## src/rtl/buffer_flipper_if.sv

```systemverilog
// Loader/scanner-facing signals of the double-buffer flip controller.
// master: loader/scanner side; slave: the flip controller.
interface buffer_flipper_if #(
    parameter int unsigned flip_width = 8
);
    logic                  loaded;
    logic                  frame_end;
    logic                  ready;
    logic                  wbuf;
    logic                  rbuf;
    logic [flip_width-1:0] flips;
    logic                  overrun;
    logic                  stale;

    modport master (
        output loaded, frame_end,
        input  ready, wbuf, rbuf, flips, overrun, stale
    );

    modport slave (
        input  loaded, frame_end,
        output ready, wbuf, rbuf, flips, overrun, stale
    );
endinterface

```

## src/rtl/buffer_flipper.sv

```systemverilog
// Double-buffer flip controller: swaps read/write frame buffers on the frame boundary after a load.
// Optional stale-frame detector is built when FLIPPER_STALE_EN is defined.
module buffer_flipper #(
    parameter int unsigned flip_width   = 8,
    parameter int unsigned stale_frames = 60
) (
    input  logic            clk,
    input  logic            rst,
    buffer_flipper_if.slave bus
);
    typedef enum logic [1:0] {
        S_LOAD = 2'd0,
        S_PEND = 2'd1,
        S_SWAP = 2'd2
    } state_t;

    state_t                state;
    state_t                state_nxt;
    logic                  rbuf_q;
    logic                  rbuf_nxt;
    logic                  wbuf_q;
    logic                  ready_q;
    logic                  ready_nxt;
    logic                  overrun_q;
    logic                  overrun_nxt;
    logic [flip_width-1:0] flips_q;
    logic [flip_width-1:0] flips_nxt;
    logic                  swap_c;

    // Next-state and registered-output values
    always_comb begin
        state_nxt   = state;
        rbuf_nxt    = rbuf_q;
        flips_nxt   = flips_q;
        overrun_nxt = overrun_q;
        swap_c      = 1'b0;
        case (state)
            S_LOAD: begin
                if (bus.loaded) state_nxt = S_PEND;
            end
            S_PEND: begin
                if (bus.frame_end) begin
                    swap_c    = 1'b1;
                    state_nxt = S_SWAP;
                end
                if (bus.loaded) overrun_nxt = 1'b1;
            end
            S_SWAP: begin
                state_nxt = S_LOAD;
                if (bus.loaded) overrun_nxt = 1'b1;
            end
            default: state_nxt = S_LOAD;
        endcase
        if (swap_c) begin
            rbuf_nxt  = ~rbuf_q;
            flips_nxt = flips_q + flip_width'(1);
        end
        // Ready only in S_LOAD, so it can never rise on the cycle the selects change
        ready_nxt = (state_nxt == S_LOAD);
    end

    always_ff @(posedge clk) begin
        if (rst) begin
            state     <= S_LOAD;
            rbuf_q    <= 1'b0;
            wbuf_q    <= 1'b1;
            ready_q   <= 1'b1;
            flips_q   <= '0;
            overrun_q <= 1'b0;
        end else begin
            state     <= state_nxt;
            rbuf_q    <= rbuf_nxt;
            wbuf_q    <= ~rbuf_nxt;
            ready_q   <= ready_nxt;
            flips_q   <= flips_nxt;
            overrun_q <= overrun_nxt;
        end
    end

    assign bus.rbuf    = rbuf_q;
    assign bus.wbuf    = wbuf_q;
    assign bus.ready   = ready_q;
    assign bus.flips   = flips_q;
    assign bus.overrun = overrun_q;

`ifdef FLIPPER_STALE_EN
    localparam int unsigned cnt_w = (stale_frames < 1) ? 1 : $clog2(stale_frames + 1);
    localparam logic [cnt_w-1:0] stale_lim = cnt_w'(stale_frames);

    logic [cnt_w-1:0] frame_cnt;
    logic [cnt_w-1:0] frame_cnt_nxt;
    logic             stale_q;

    // Frames displayed while idle in S_LOAD, saturating at the limit
    always_comb begin
        frame_cnt_nxt = frame_cnt;
        if (swap_c) begin
            frame_cnt_nxt = '0;
        end else if ((state == S_LOAD) && bus.frame_end && (frame_cnt != stale_lim)) begin
            frame_cnt_nxt = frame_cnt + cnt_w'(1);
        end
    end

    always_ff @(posedge clk) begin
        if (rst) begin
            frame_cnt <= '0;
            stale_q   <= 1'b0;
        end else begin
            frame_cnt <= frame_cnt_nxt;
            stale_q   <= (frame_cnt_nxt == stale_lim);
        end
    end

    assign bus.stale = stale_q;
`else
    // stale_frames only matters when the detector is built
    localparam bit stale_cfg_nz = (stale_frames != 0);
    assign bus.stale = stale_cfg_nz & 1'b0;
`endif
endmodule

```

## src/flat_wrapper.sv

```systemverilog
// flat-port wrapper written by rule: the top's interface ports become plain ports
module buffer_flipper_flat 
#(
    parameter int unsigned flip_width   = 8,
    parameter int unsigned stale_frames = 60
)
  (clk, rst, bus_loaded, bus_frame_end, bus_ready, bus_wbuf, bus_rbuf, bus_flips, bus_overrun, bus_stale);
  buffer_flipper_if #(.flip_width(flip_width)) bus_i ();
  input  logic clk;
  input  logic rst;
  input wire logic [$bits(bus_i.loaded)-1:0] bus_loaded;
  input wire logic [$bits(bus_i.frame_end)-1:0] bus_frame_end;
  output wire logic [$bits(bus_i.ready)-1:0] bus_ready;
  output wire logic [$bits(bus_i.wbuf)-1:0] bus_wbuf;
  output wire logic [$bits(bus_i.rbuf)-1:0] bus_rbuf;
  output wire logic [$bits(bus_i.flips)-1:0] bus_flips;
  output wire logic [$bits(bus_i.overrun)-1:0] bus_overrun;
  output wire logic [$bits(bus_i.stale)-1:0] bus_stale;
  assign bus_i.loaded = bus_loaded;
  assign bus_i.frame_end = bus_frame_end;
  assign bus_ready = bus_i.ready;
  assign bus_wbuf = bus_i.wbuf;
  assign bus_rbuf = bus_i.rbuf;
  assign bus_flips = bus_i.flips;
  assign bus_overrun = bus_i.overrun;
  assign bus_stale = bus_i.stale;
  buffer_flipper #(.flip_width(flip_width), .stale_frames(stale_frames)) u_core (.clk(clk), .rst(rst), .bus(bus_i));
endmodule
```

## config.mk

```make
export PLATFORM = sky130hd
export DESIGN_NAME = buffer_flipper_flat
export DESIGN_NICKNAME = d
export VERILOG_FILES = /design/src/rtl/buffer_flipper_if.sv /design/src/rtl/buffer_flipper.sv /design/src/flat_wrapper.sv
export SDC_FILE = /design/constraint.sdc
export NUM_CORES = 1
export LEC_CHECK = 0
export CAP_MARGIN = 30
export CORE_UTILIZATION = 40
export DETAILED_ROUTE_END_ITERATION = 7
export GPL_TIMING_DRIVEN = 0
export PLACE_DENSITY = 0.71
export SLEW_MARGIN = 20
export SYNTH_ARGS = -nofsm -noshare
export SYNTH_HDL_FRONTEND = slang
export SYNTH_SLANG_ARGS = --single-unit
export TNS_END_PERCENT = 50
```

## constraint.sdc

```tcl
create_clock -name clk -period 1.3 [get_ports clk]
set_input_delay 0.26 -clock clk [delete_from_list [all_inputs] [get_ports clk]]
set_output_delay 0.26 -clock clk [all_outputs]
set_load 0.05 [all_outputs]
```

# ---- After elaboration in Yosys (flattened, before gate mapping)
# Index checks and enable logic that the tools add are counted.
dict set report word_totals {
  reg_bits 14
  inputBits 4
  output_inout_bits 13
  word_cells 21
}
dict set report op_classes {
  addsub 1
  eq_ne 2
  muxes 6
  n_bitwise 2
  n_reduce_logical 4
}
# operator n
set op_table {}
lappend op_table {{8-bit by 1-bit adder with 8-bit output (second input constant)} 1}
lappend op_table {{2-bit zero test} 2}
lappend op_table {{2-bit two-way mux} 2}
lappend op_table {{2-bit case mux with 2 select lines} 1}
lappend op_table {{1-bit two-way mux} 3}
lappend op_table {{2-bit by 1-bit == test with 1-bit output (second input constant)} 1}
lappend op_table {{2-bit == test (second input constant)} 1}
lappend op_table {{1-bit inverter} 2}
lappend op_table {{2-bit AND reduction} 1}
lappend op_table {{2-bit OR reduction} 1}

# ---- Logic depth before layout (Yosys ltp)
dict set report logic_depth {
  ltp_word 4
  mapped_depth 5
  ltp_nobuf 5
}

# ---- Least setup slack after synthesis
# Ideal clock, no wire load.
dict set report synth_timing {
  path_kind {register to register}
  from {register u_core.flips_q[0], in the netlist u_core.bus.flips[0]}
  to {register u_core.flips_q[6], in the netlist u_core.bus.flips[6]}
  setup_ns 0.071
  t_arrival_ns 1.588
  t_required_ns 1.229
  slack_ns -0.358
  stages_incl_launch_ff 5
  path_buffers 0
  synth_period_minus_slack_ns 1.658
  path_cell_list {dfxtp_1 -> ha_1 -> inv_1 -> or4_1 -> a21oi_1}
}
dict set report synth_between {
  elab_chain_len 1
}
# element line
set synth_rtl {}
lappend synth_rtl {{start, declared} buffer_flipper.sv:26} ;# logic [flip_width-1:0] flips_q;
lappend synth_rtl {{start signal, assigned} buffer_flipper.sv:75} ;# flips_q <= flips_nxt;
lappend synth_rtl {{8-bit by 1-bit adder with 8-bit output} buffer_flipper.sv:56} ;# flips_nxt = flips_q + flip_width'(1);
# No other way between the ends.
# A chain may end at the register's enable or synchronous reset.

# ---- Worst setup path in the final report
dict set report layout_timing {
  from {register u_core.state[1]}
  to {register u_core.flips_q[7], in the netlist u_core.bus.flips[7]}
}
dict set report layout_between {
  elab_chain_len 2
}
# element line
set layout_rtl {}
lappend layout_rtl {{start, declared} buffer_flipper.sv:17} ;# state_t state;
lappend layout_rtl {{start signal, assigned} buffer_flipper.sv:71} ;# state <= state_nxt;
lappend layout_rtl {{2-bit by 1-bit == test with 1-bit output} buffer_flipper.sv:37} ;# case (state)
lappend layout_rtl {{1-bit two-way mux} buffer_flipper.sv:37}
# No other way between the ends.

==> results.toml <==
[status]
status = "complete, but fails checks"
violations = "negative setup slack"

[die]
dieArea_um2 = 1730
boundaryPins = 17
core.rowCount = 13
die_h_um = 41.5
start_util = 0.452
die_w_um = 41.5
core_um2 = 1380

[power_and_ir_drop]
fin_total_pwr_uw = 985
p_int_uw = 658
switching_share = 0.332
p_switching_uw = 327
clock_power_share = 0.257
p_comb_frac = 0.261
power.density_nw_per_um2 = 1100
p_leak_uw = 0.000325
seq_power_share = 0.482
peakVddDrop_mv = 0.704

[clock_tree]
cts.sinks = 14
clk_pin_slew_ns = 0.08
cts-root-buf = "clkbuf_4"
clock_latency_ns = 0.28
postCtsHoldBufs = 0
tritoncts = "yes"
htree_num_levels = 1
numCtsBuffers = 3
clock_path_buffers = 2

[timing]
whs_ns = 0.482
skew_ns = 0.000662
finalSetupViolCount = 2
period_share = 1.02
grt_setup_unrepaired = "true"
slew_viol_final = 0
finalWorstSetupSlack_ns = -0.0237
period_needed_ns = 1.32
hold_violations = 0
max_freq_ghz = 0.755

[synth]
syn_avg_cell_area_um2 = 8.81
synth-main-ff-cell = "dfxtp_1"
netlist_area_um2 = 626
synth-seq-cells = 14
synth.area.top_cells = "dfxtp_1, ha_1, a21oi_1"
synth-edff-count = 0
syn_inst = 71
ys_seq_area_frac = 0.448
yosysWarnings = 0
ys_types = 23
synth.most_common_cell = "dfxtp_1"
synth_nets = 79
synth_common_cells = "dfxtp_1, a21oi_1, nand3_1, nor2_1, o21ai_0"
async_flop_share = 0
yosysTopAreaCellShare = 0.448
synth_area_leader_cell = "dfxtp_1"

[drt]
viasPerCell = 5.28
wl_per_cell_um = 11.4
firstDrtPassIters = 4
num_vias = 565
antenna_left = 0
drc = 0
drt_iter0_markers = 8
wl_um = 1220

[global_route]
track_usage = 0.153
grt_start_max_net_pins = 11
grt-ovfl-total = 0
grt_pass1_vias = 500
grt_pass1_wl_um = 2060
antenna_found_initial = 0

[worst_setup_path]
worst_ep_arrival_time_ns = 1.54
rr_startpoint = "u_core.state[1]$_SDFF_PP0_"
critPathLaunch = "u_core.state[1]$_SDFF_PP0_"
cp-start-kind = "flop"
path_class = "reg2reg"
crit_fanout = 6
worstPathRequired_ns = 1.51
reg2regPathDepth = 5
cp-end-kind = "flop"

[min_path]
hp-start = "u_core.bus.overrun$_SDFFE_PP0P_"
min_path_cells = 2
min_path_type = "reg2reg"

[place]
gp_congestion = 0.782
portBuffers = 15
place_hpwl_um = 885

[finish]
syn2layout_area_growth_pct = 43.4
drive_gt1_frac = 0.359
diodes = 0
layout.nets = 101

[flow_run]
maxCapViolations = 0
==> worst max-delay path: stages (launching register included) <==
cell and delay (ns):
dfxtp_4 0.37, inv_4 0.07, ha_4 0.18, nand3_4 0.09, or4_1 0.40, a21oi_1 0.15
==> layout make-up <==
class                   count  area [µm²]
plain buffers               2        11.3
clock buffers               3        22.5
clock inverters             1        3.75
fillers                   119         485
inverters                   3        13.8
multi-input cells          52         365
flip-flops and latches     14         309
well taps                  15        18.8
repair buffers             17         153
==> metal layers <==
layer / vias up / part of all wire / GRT usage
li1: 291 / - / -
met1: 258 / 0.53 / 0.213
met2: 14 / 0.42 / 0.228
met3: 2 / 0.042 / 0.0391
met4: 0 / 0.012 / 0.0581
met5: - / 0 / 0
==> logic make-up after synthesis <==
| family | share of synthesized area |
|---|---|
| buffers and inverters | 0.0360 |
| AO/OA/AOI/OAI | 0.186 |
| XOR/XNOR | 0.0420 |
| adder cells (fa/ha/maj) | 0.0800 |
| other | 0.00599 |
| flip-flops | 0.448 |
| AND/OR/NAND/NOR | 0.202 |
==> power groups by stage <==
stage               clock network (µW)  registers, µW  logic, µW
floorplan                            0            554        106
global placement                     0            483        248
detailed placement                   0            484        251
CTS                                256            474        243
global route                       274            481        279
finish                             253            475        257
==> repair_timing <==
item | 4_1_cts | 5_1_grt
gates resized for setup | 40 | 10
buffers inserted | 0 | 2
setup endpoints to repair | 18 | 12
pin swaps | 0 | 2
==> sequential cells by signal (all words and copies together) (netlist names) <==
signal	cells
u_core.bus.wbuf	1
u_core.bus.overrun	1
u_core.state	2
u_core.bus.ready	1
u_core.bus.flips	8
u_core.bus.rbuf	1
==> stage by stage <==
| stage | instance area, µm² | setup WS [ns] | TNS (ns) | util | std cells |
|---|---|---|---|---|---|
| finish | 897 | -0.0237 | -0.0373 | 0.649 | 107 |
| detailed placement | 853 | -0.394 | -4.20 | 0.617 | 101 |
| floorplan | 684 | -0.00786 | -0.00786 | - | 71 |
| global placement | 853 | -0.392 | -4.06 | 0.617 | 101 |
| CTS | 886 | -0.0419 | -0.120 | 0.641 | 105 |
| global route | 897 | -0.0745 | -0.429 | 0.649 | 107 |
==> layout by cell type, fill, tap and decap left out, types with 2 or more instances in the layout <==
cell,n
or4_1,3
dfxtp_2,2
o21ai_0,5
dfxtp_1,5
o31ai_1,3
buf_4,3
or3_1,2
ha_1,2
nor2_1,6
buf_2,4
a21oi_1,8
ha_4,2
xor2_1,3
clkdlybuf4s15_2,7
dfxtp_4,7
clkbuf_4,3
nand3_1,5
clkdlybuf4s50_1,2
nand2_1,3
inv_1,2
==> path summary, 6_finish.rpt <==
kind	slack (ns)	endpoint
worst max-delay path	-0.02	u_core.bus.flips[7]$_SDFFE_PP0P_
worst min-delay path	0.48	u_core.bus.overrun$_SDFFE_PP0P_
worst max register to register	-0.02	u_core.bus.flips[7]$_SDFFE_PP0P_
worst min register to register	0.48	u_core.bus.overrun$_SDFFE_PP0P_
Power figures use the tool's default switching activity.
